--- config.mk ---
export PLATFORM = sky130hd
export DESIGN_NAME = stage_fetch_buf
export DESIGN_NICKNAME = d
export VERILOG_FILES = /design/src/rtl/core_pkg.sv /design/src/rtl/fetch_fifo.sv /design/src/rtl/stage_fetch_buf.sv
export SDC_FILE = /design/constraint.sdc
export NUM_CORES = 1
export LEC_CHECK = 0
export ABC_AREA = 1
export BUFFER_PORTS_ARGS = -buffer_cell sky130_fd_sc_hd__buf_2
export CORE_ASPECT_RATIO = 0.5
export CORE_MARGIN = 3
export CORE_UTILIZATION = 35
export DETAILED_ROUTE_END_ITERATION = 12
export GPL_TIMING_DRIVEN = 0
export MAX_ROUTING_LAYER = met4
export SLEW_MARGIN = 10
export SYNTH_ARGS = -nofsm -noshare
export SYNTH_HDL_FRONTEND = slang
export SYNTH_HIERARCHICAL = 1
export SYNTH_SLANG_ARGS = --single-unit
--- constraint.sdc ---
create_clock -name clk -period 12.2 [get_ports clk]
set_input_delay 1.83 -clock clk [delete_from_list [all_inputs] [get_ports clk]]
set_output_delay 1.83 -clock clk [all_outputs]
set_load 0.05 [all_outputs]
--- src/rtl/core_pkg.sv ---
// Shared core definitions: fetch buffer entry layout and instruction size.
package core_pkg;

    localparam int unsigned CORE_XLEN   = 32;
    localparam int unsigned INSTR_BYTES = 4;

    typedef struct packed {
        logic [CORE_XLEN-1:0] instr;
        logic [CORE_XLEN-1:0] pc;
    } fetch_entry_t;

endpackage

--- src/rtl/fetch_fifo.sv ---
// Small circular FIFO with a synchronous clear; holds either fetch entries
// or the PCs of in-flight requests.
module fetch_fifo #(
    parameter int unsigned DEPTH = 2,
    parameter type         T     = logic [31:0]
) (
    input  logic                         clk,
    input  logic                         rst_n,
    input  logic                         clr_i,
    input  logic                         push_i,
    input  T                             push_data_i,
    input  logic                         pop_i,
    output T                             head_o,
    output logic                         empty_o,
    output logic [$clog2(DEPTH+1)-1:0]   count_o
);

    localparam int unsigned AW = $clog2(DEPTH);
    localparam int unsigned CW = $clog2(DEPTH + 1);

    T              mem_q [DEPTH];
    logic [AW-1:0] wr_ptr_q, wr_ptr_d;
    logic [AW-1:0] rd_ptr_q, rd_ptr_d;
    logic [CW-1:0] cnt_q, cnt_d;
    logic          full;
    logic          do_push;
    logic          do_pop;

    assign empty_o = (cnt_q == '0);
    assign full    = (cnt_q == CW'(DEPTH));
    assign count_o = cnt_q;
    assign head_o  = mem_q[rd_ptr_q];

    // A push into a full FIFO is legal when the head leaves in the same cycle.
    assign do_pop  = pop_i && !empty_o;
    assign do_push = push_i && (!full || do_pop);

    always_comb begin
        wr_ptr_d = wr_ptr_q;
        rd_ptr_d = rd_ptr_q;
        cnt_d    = cnt_q;
        if (clr_i) begin
            wr_ptr_d = '0;
            rd_ptr_d = '0;
            cnt_d    = '0;
        end else begin
            if (do_push) wr_ptr_d = wr_ptr_q + AW'(1);
            if (do_pop)  rd_ptr_d = rd_ptr_q + AW'(1);
            case ({do_push, do_pop})
                2'b10:   cnt_d = cnt_q + CW'(1);
                2'b01:   cnt_d = cnt_q - CW'(1);
                default: cnt_d = cnt_q;
            endcase
        end
    end

    always_ff @(posedge clk or negedge rst_n) begin
        if (!rst_n) begin
            wr_ptr_q <= '0;
            rd_ptr_q <= '0;
            cnt_q    <= '0;
        end else begin
            wr_ptr_q <= wr_ptr_d;
            rd_ptr_q <= rd_ptr_d;
            cnt_q    <= cnt_d;
        end
    end

    always_ff @(posedge clk) begin
        if (do_push && !clr_i) mem_q[wr_ptr_q] <= push_data_i;
    end

endmodule

--- src/rtl/stage_fetch_buf.sv ---
// Instruction fetch stage: issues sequential word fetches, buffers in-order
// responses tagged with their PC, and flushes on redirect. XLEN must equal CORE_XLEN.
module stage_fetch_buf
    import core_pkg::*;
#(
    parameter int unsigned     XLEN         = 32,
    parameter logic [XLEN-1:0] RESET_VECTOR = 32'h0000_0000,
    parameter int unsigned     DEPTH        = 2
) (
    input  logic            clk,
    input  logic            rst_n,
    output logic            imem_req_valid,
    input  logic            imem_req_ready,
    output logic [XLEN-1:0] imem_req_addr,
    input  logic            imem_rsp_valid,
    input  logic [XLEN-1:0] imem_rsp_instr,
    input  logic            redirect_valid,
    input  logic [XLEN-1:0] redirect_addr,
    output logic            fetch_valid,
    input  logic            fetch_ready,
    output logic [XLEN-1:0] fetch_instr,
    output logic [XLEN-1:0] fetch_instr_addr,
    output logic [XLEN-1:0] fetch_instr_addr_plus
);

    localparam int unsigned CW      = $clog2(DEPTH + 1);
    localparam int unsigned DW      = CW + 4;
    localparam logic [CW:0] DEPTH_W = (CW+1)'(DEPTH);

    logic [XLEN-1:0] pc_q, pc_d;
    logic [DW-1:0]   disc_q, disc_d;
    logic [DW-1:0]   inflight;
    logic [CW-1:0]   out_cnt;
    logic [CW-1:0]   buf_cnt;
    logic [XLEN-1:0] pcq_head;
    logic            pcq_empty;
    logic            buf_empty;
    logic            accept;
    logic            rsp_take;
    logic            rsp_drop;
    logic            buf_pop;
    fetch_entry_t    rsp_entry;
    fetch_entry_t    buf_head;

    // The PC queue occupancy doubles as the outstanding-request counter:
    // it grows on each accepted request and shrinks on each kept response.
    fetch_fifo #(
        .DEPTH (DEPTH),
        .T     (logic [XLEN-1:0])
    ) u_pc_queue (
        .clk         (clk),
        .rst_n       (rst_n),
        .clr_i       (redirect_valid),
        .push_i      (accept),
        .push_data_i (pc_q),
        .pop_i       (rsp_take),
        .head_o      (pcq_head),
        .empty_o     (pcq_empty),
        .count_o     (out_cnt)
    );

    fetch_fifo #(
        .DEPTH (DEPTH),
        .T     (fetch_entry_t)
    ) u_fetch_buf (
        .clk         (clk),
        .rst_n       (rst_n),
        .clr_i       (redirect_valid),
        .push_i      (rsp_take),
        .push_data_i (rsp_entry),
        .pop_i       (buf_pop),
        .head_o      (buf_head),
        .empty_o     (buf_empty),
        .count_o     (buf_cnt)
    );

    // Requests are gated by rst_n so the port drops to 0 the instant reset asserts.
    assign imem_req_valid = rst_n && !redirect_valid &&
                            (({1'b0, out_cnt} + {1'b0, buf_cnt}) < DEPTH_W);
    assign imem_req_addr  = imem_req_valid ? pc_q : '0;
    assign accept         = imem_req_valid && imem_req_ready;

    assign rsp_drop  = imem_rsp_valid && (disc_q != '0);
    assign rsp_take  = imem_rsp_valid && !redirect_valid && (disc_q == '0) && !pcq_empty;
    assign rsp_entry = '{instr: imem_rsp_instr, pc: pcq_head};

    assign fetch_valid           = !buf_empty && !redirect_valid;
    assign buf_pop               = fetch_valid && fetch_ready;
    assign fetch_instr           = fetch_valid ? buf_head.instr : '0;
    assign fetch_instr_addr      = fetch_valid ? buf_head.pc : '0;
    assign fetch_instr_addr_plus = fetch_valid ? buf_head.pc + XLEN'(INSTR_BYTES) : '0;

    // On redirect every request still in flight, kept or already doomed, becomes
    // a discard, less the one response that lands in the redirect cycle itself.
    always_comb begin
        pc_d     = pc_q;
        disc_d   = disc_q;
        inflight = disc_q + DW'(out_cnt);
        if (redirect_valid) begin
            pc_d   = redirect_addr & ~XLEN'(INSTR_BYTES - 1);
            disc_d = (imem_rsp_valid && (inflight != '0)) ? inflight - DW'(1) : inflight;
        end else begin
            if (accept)   pc_d   = pc_q + XLEN'(INSTR_BYTES);
            if (rsp_drop) disc_d = disc_q - DW'(1);
        end
    end

    always_ff @(posedge clk or negedge rst_n) begin
        if (!rst_n) begin
            pc_q   <= RESET_VECTOR;
            disc_q <= '0;
        end else begin
            pc_q   <= pc_d;
            disc_q <= disc_d;
        end
    end

endmodule
Word level (Yosys, flattened, before mapping)
Memory sizes are Yosys's and may differ from the RTL's.
Cells that the tools add are included.
- $lt $le $gt $ge: 1
- add/subtract/negate cells: 14
- muxes and demuxes: 25
- reductions and logical operators: 36
- equal/unequal tests: 6
- operators with widths (cell ; number):
    32-bit two-way mux ; 6
    32-bit by 3-bit adder with 32-bit output (second input constant) ; 2
    6-bit two-way mux ; 3
    1-bit logical AND ; 16
    1-bit two-way mux ; 12
    2-bit nonzero test ; 6
    6-bit nonzero test ; 2
    6-bit by 1-bit subtractor with 6-bit output (second input constant) ; 2
    2-bit == test (second input constant) ; 4
    2-bit case mux with 2 select lines ; 2
    6-bit by 2-bit adder with 6-bit output ; 1
    6-bit logical NOT ; 1
    3-bit nonzero test ; 2
    1-bit logical NOT ; 5
    1-bit adder (second input constant) ; 4
    2-bit by 1-bit adder with 2-bit output (second input constant) ; 2
    2-bit by 1-bit == test with 1-bit output (second input constant) ; 2
    2-bit logical NOT ; 2
    2-bit two-way mux ; 2
    2-bit by 1-bit subtractor with 2-bit output (second input constant) ; 2
    2-bit by 2-bit adder with 3-bit output ; 1
    3-bit by 2-bit less-than comparator with 1-bit output (second input constant) ; 1
    1-bit logical OR ; 2
- register bits after elaboration: 46
- output and inout port bits: 130
- bits of input ports: 70
- word-level logic and storage cells: 92
- RAM bits: 192
- memories: 2
- memories (name ; depth ; bits a word ; read ports ; clocked after Yosys merged registers in ; wr ports ; line ; RTL):
    u_fetch_buf.mem_q ; 2 ; 64 ; 1 ; 0 ; 1 ; fetch_fifo.sv:21 ; T mem_q [DEPTH];
    u_pc_queue.mem_q ; 2 ; 32 ; 1 ; 0 ; 1 ; fetch_fifo.sv:21 ;

Depth between registers and ports, before layout
- word-level depth: 10
- depth in mapped cells: 16

Modules after synthesis
The synthesis kept the hierarchy.
- modules (own cells, without submodules) (module ; times used ; cells an instance ; area an instance (sq um) ; seq. area each (sq um)):
    fetch_fifo (u_fetch_buf) ; 1 ; 373 ; 4904.7 ; 3943.8
    stage_fetch_buf ; 1 ; 810 ; 4565.6 ; 900.9
    fetch_fifo (u_pc_queue) ; 1 ; 206 ; 2593.7 ; 2021.9

Least setup slack after synthesis
Ideal clock, no wire load.
- path type: input to register
- from: in redirect_valid
- to: mem u_fetch_buf/mem_q[1][0] in the netlist's numbering, enable pin
- slack: 3.921 ns
- arrival: 7.714 ns
- buffers on the path: 3
- stages: 8
- path through: clkbuf_8 > inv_2 > buf_2 > buf_1 > nand2_1 > nor3_1 > o21ai_2 > nor3_1
- RTL lines (element ; line ; RTL):
    from (decl) ; stage_fetch_buf.sv:17 ; input logic redirect_valid,
    1-bit logical NOT ; stage_fetch_buf.sv:84 ; assign rsp_take = imem_rsp_valid && !redirect_valid && (disc_q == '0) && !pcq_empty;
    1-bit logical AND (3 in a row) ; stage_fetch_buf.sv:84 ;
    net rsp_take ; stage_fetch_buf.sv:39 ; logic rsp_take;
    1-bit logical AND ; fetch_fifo.sv:36 ; assign do_push = push_i && (!full || do_pop);
    1-bit logical AND ; fetch_fifo.sv:70 ; if (do_push && !clr_i) mem_q[wr_ptr_q] <= push_data_i;
    1-bit two-way mux ; fetch_fifo.sv:70 ;
    1-bit two-way mux (not written as such) ; fetch_fifo.sv:70 ;
    to (decl) ; fetch_fifo.sv:21 ;
The timed path passes the listed nets, and every way through them passes these cells.

Worst setup path in the final report
- from: in redirect_valid
- to: out fetch_instr_addr_plus[0]
- cells in the longest elaborated chain, start to end: 3
- RTL lines (element ; line ; RTL):
    1-bit logical NOT ; stage_fetch_buf.sv:87 ; assign fetch_valid = !buf_empty && !redirect_valid;
    1-bit logical AND ; stage_fetch_buf.sv:87 ;
    32-bit two-way mux ; stage_fetch_buf.sv:91 ; assign fetch_instr_addr_plus = fetch_valid ? buf_head.pc + XLEN'(INSTR_BYTES) : '0;
    to (decl) ; stage_fetch_buf.sv:23 ; output logic [XLEN-1:0] fetch_instr_addr_plus
Every way passes these cells.

==> results.yml <==
grt:
  antenna_found_initial: 1
  track_usage_pct: 18.9
  grt_pass1_wl_um: 51800
  grt_pass1_vias: 9152
  grt-ovfl-total: 0
  grt_start_max_net_pins: 46
power:
  p_sw_share_pct: 39.6
  seqPwrFrac_pct: 37.9
  clkPwrFrac_pct: 29.4
  switchingPower_mw: 1.03
  combPwrFrac_pct: 32.7
  peakVddDrop_v: 0.000103
  p_int_mw: 1.57
  p_leak_nw: 6.71
  p_per_area_nw_per_um2: 179
critical_path:
  critical_path.top_delay_family: "buffers and inverters"
  cp.arrival_ps: 4010
  crit_path_start_kind: "input port"
  worstPathRequired_ps: 10370
  path_buf_inv: 7
  r2r_start: "u_fetch_buf/count_o[0]"
  worstSetupStartpoint: "redirect_valid"
  cpMaxStageDelayCell: "clkbuf_1"
  setup.worst_path.end_class: "output port"
  r2r_cells: 13
  critPathMaxFanout: 10
  critPathMaxStageDelay_ps: 530
  crit_path_cell_trace: "buf_2 > clkbuf_8 > nor2_1 > inv_1 > clkbuf_1 > clkbuf_1 > nor2_1 > buf_4 > buf_2"
  reg2reg_slack_ps: 8150
  crit-reg2reg-capture: "u_fetch_buf/mem_q[1][61]"
  path_class: "in2out"
clock_tree:
  cts_resized: 0
  ctsHoldBuffers: 0
  cts_root_buf: "clkbuf_16"
  post_cts_buffers: 0
  clockBufferDepth: 3
  htreeDepth: 1
  numCtsBuffers: 24
  cts_tree: "built"
  path_clk_slew_ps: 70
  clock_latency_ps: 560
  cts.sinks: 236
synthesis:
  synth.most_common_cell: "nand2_1"
  ys_async_sr_fraction_pct: 18.6
  synth_commonest_cells: "478 x nand2_1, 192 x edfxtp_1, 186 x nor2_1"
  synth_area_um2: 12100
  ys.flop_type: "edfxtp_1"
  netlist_top_cells_area: "edfxtp_1 48%, nand2_1 15%, dfrtp_1 9.1%"
  synthCells: 1389
  synth_top_area_share_pct: 47.8
  synth-warning-count: 6
  synth_area_leader_cell: "edfxtp_1"
  synth_edf_count: 192
  synth_cell_types: 42
  avgSynthCellArea_um2: 8.69
  ys_seq_area_share_pct: 56.9
  synth_seq_cells: 236
sta:
  fmax_ghz: 0.171
  holdWs_ps: 511
  tightest_slew_ps: 1120
  slew_violations: 0
  setup_viol: 0
  rsz0062_at_grt: "no"
  min_period_ps: 5840
  skew_ps: 23.4
  hold_violations: 0
  relSlewSlack_pct: 25.2
  finalCritPeriodShare_pct: 47.8
  setup_tns_ps: 0
drt:
  final_antenna_net_count: 0
  dr.pass1.iters: 7
  drt_iter0_drc: 750
  vias: 9833
  drt_wl_total_um: 34300
  top_layer_used: "met4"
  routed-wl-met3_um: 1490
  vias_per_cell: 4.71
  drc_errors: 0
  met1_length_um: 15000
  route.met2.wl_um: 16700
  wl_per_cell_um: 16.5
min_path:
  hold_start: "pc_q[31]"
  min_to: "u_pc_queue/mem_q[0][31]"
  holdPathStages: 0
  hold_class: "reg2reg"
floorplanning:
  io_pins: 200
  floorplan.core_area_um2: 33500
  die_w_um: 269
  row_count: 47
  start_util_pct: 36.0
  dieArea_um2: 36900
  fp.dieH_um: 137
final_layout:
  drive_gt1_share_pct: 20.1
  nets: 1706
  area_growth_pct: 21.0
status:
  status: "complete, no violations"
place:
  dpl.hpwl_um: 26400
  port_buffers: 194
  place.gp.congestion: 0.960
flow_run:
  maxCapViolCount: 0
flip-flops by register name (all words and copies together), names as in the netlist:
register	flops
u_fetch_buf/mem_q	128
u_pc_queue/rd_ptr_q	1
u_fetch_buf/wr_ptr_q	1
disc_q	6
u_pc_queue/count_o	2
u_fetch_buf/rd_ptr_q	1
u_pc_queue/mem_q	64
u_pc_queue/wr_ptr_q	1
pc_q	30
u_fetch_buf/count_o	2
cell usage in the layout, fill, tap and decap left out, drive strengths merged, types with 2 or more instances in the layout:
cell type,instances
a21oi,20
a31oi,3
buf,241
bufinv,3
clkbuf,45
clkinv,11
clkinvlp,2
conb,6
dfrtp,44
edfxtp,192
fa,2
ha,8
inv,168
nand2,492
nand3,64
nand4,21
nor2,195
nor3,30
nor3b,2
nor4,10
o211ai,10
o21ai,33
o221ai,5
o22ai,3
xnor2,2
xor2,29
through the flow:
| stage | cell area, um2 | utilization, % | cells | total power, mW | setup slack, ps |
|---|---|---|---|---|---|
| after floorplan | 12100 | - | 1394 | 1.62 | 3920 |
| after global placement | 13600 | 40.6 | 2029 | 1.85 | 440 |
| after detailed placement | 13800 | 41.1 | 2041 | 1.86 | 6150 |
| after CTS | 14600 | 43.5 | 2085 | 2.63 | 6350 |
| after global routing | 14600 | 43.5 | 2086 | 2.74 | 6210 |
| final | 14600 | 43.5 | 2086 | 2.61 | 6360 |
kinds of logic after synthesis:
family / share of synthesized area, %
xor+xnor: 2.31
flops: 56.9
other cells: 0.0311
fa+ha+maj: 1.16
compound gates: 3.71
buf+inv: 7.80
simple gates: 28.1
worst register-to-register path: stages (launching register included):
cell	delay, ps
dfrtp_1	440
inv_2	60
nand2_2	100
inv_1	40
nor2_1	340
inv_1	140
clkbuf_1	320
clkbuf_1	320
nor2_1	340
o21ai_2	170
nor3_2	650
buf_4	340
buf_4	230
buf_4	230
per-layer routing:
metal / up-vias / track usage [%]
met3: 66 / 2.93
met2: 222 / 31.7
met1: 4602 / 23.5
li1: 4943 / -
met5: - / -
met4: 0 / 6.16
layout make-up:
| cell class | count | area (um2) |
|---|---|---|
| fill | 3344 | 18900 |
| sequential | 236 | 6870 |
| inverter | 167 | 627 |
| clock buffer | 27 | 622 |
| multi-input combinational | 938 | 4300 |
| clock inverter | 17 | 204 |
| antenna | 1 | 2.50 |
| timing repair buffer | 206 | 1110 |
| tap | 441 | 552 |
| buffer | 53 | 314 |
power by group through the flow:
stage | logic [mW] | registers [mW] | clock network [mW]
floorplan | 0.636 | 0.980 | 0
global placement | 0.849 | 1.00 | 0
detailed placement | 0.855 | 1.00 | 0
CTS | 0.857 | 0.988 | 0.783
global route | 0.929 | 0.997 | 0.815
finish | 0.852 | 0.989 | 0.766
how the worst max path moves through the flow:
stage	cells past startpoint	endpoint	slack, ps
floorplan	8	u_fetch_buf/mem_q[1][0]	3920
global placement	9	u_fetch_buf/mem_q[1][57]	440
detailed placement	12	u_fetch_buf/mem_q[1][61]	6150
CTS	7	fetch_instr_addr_plus[10]	6350
global route	9	fetch_instr_addr_plus[0]	6210
finish	9	fetch_instr_addr_plus[0]	6360
(Power assumes the default switching activity.)
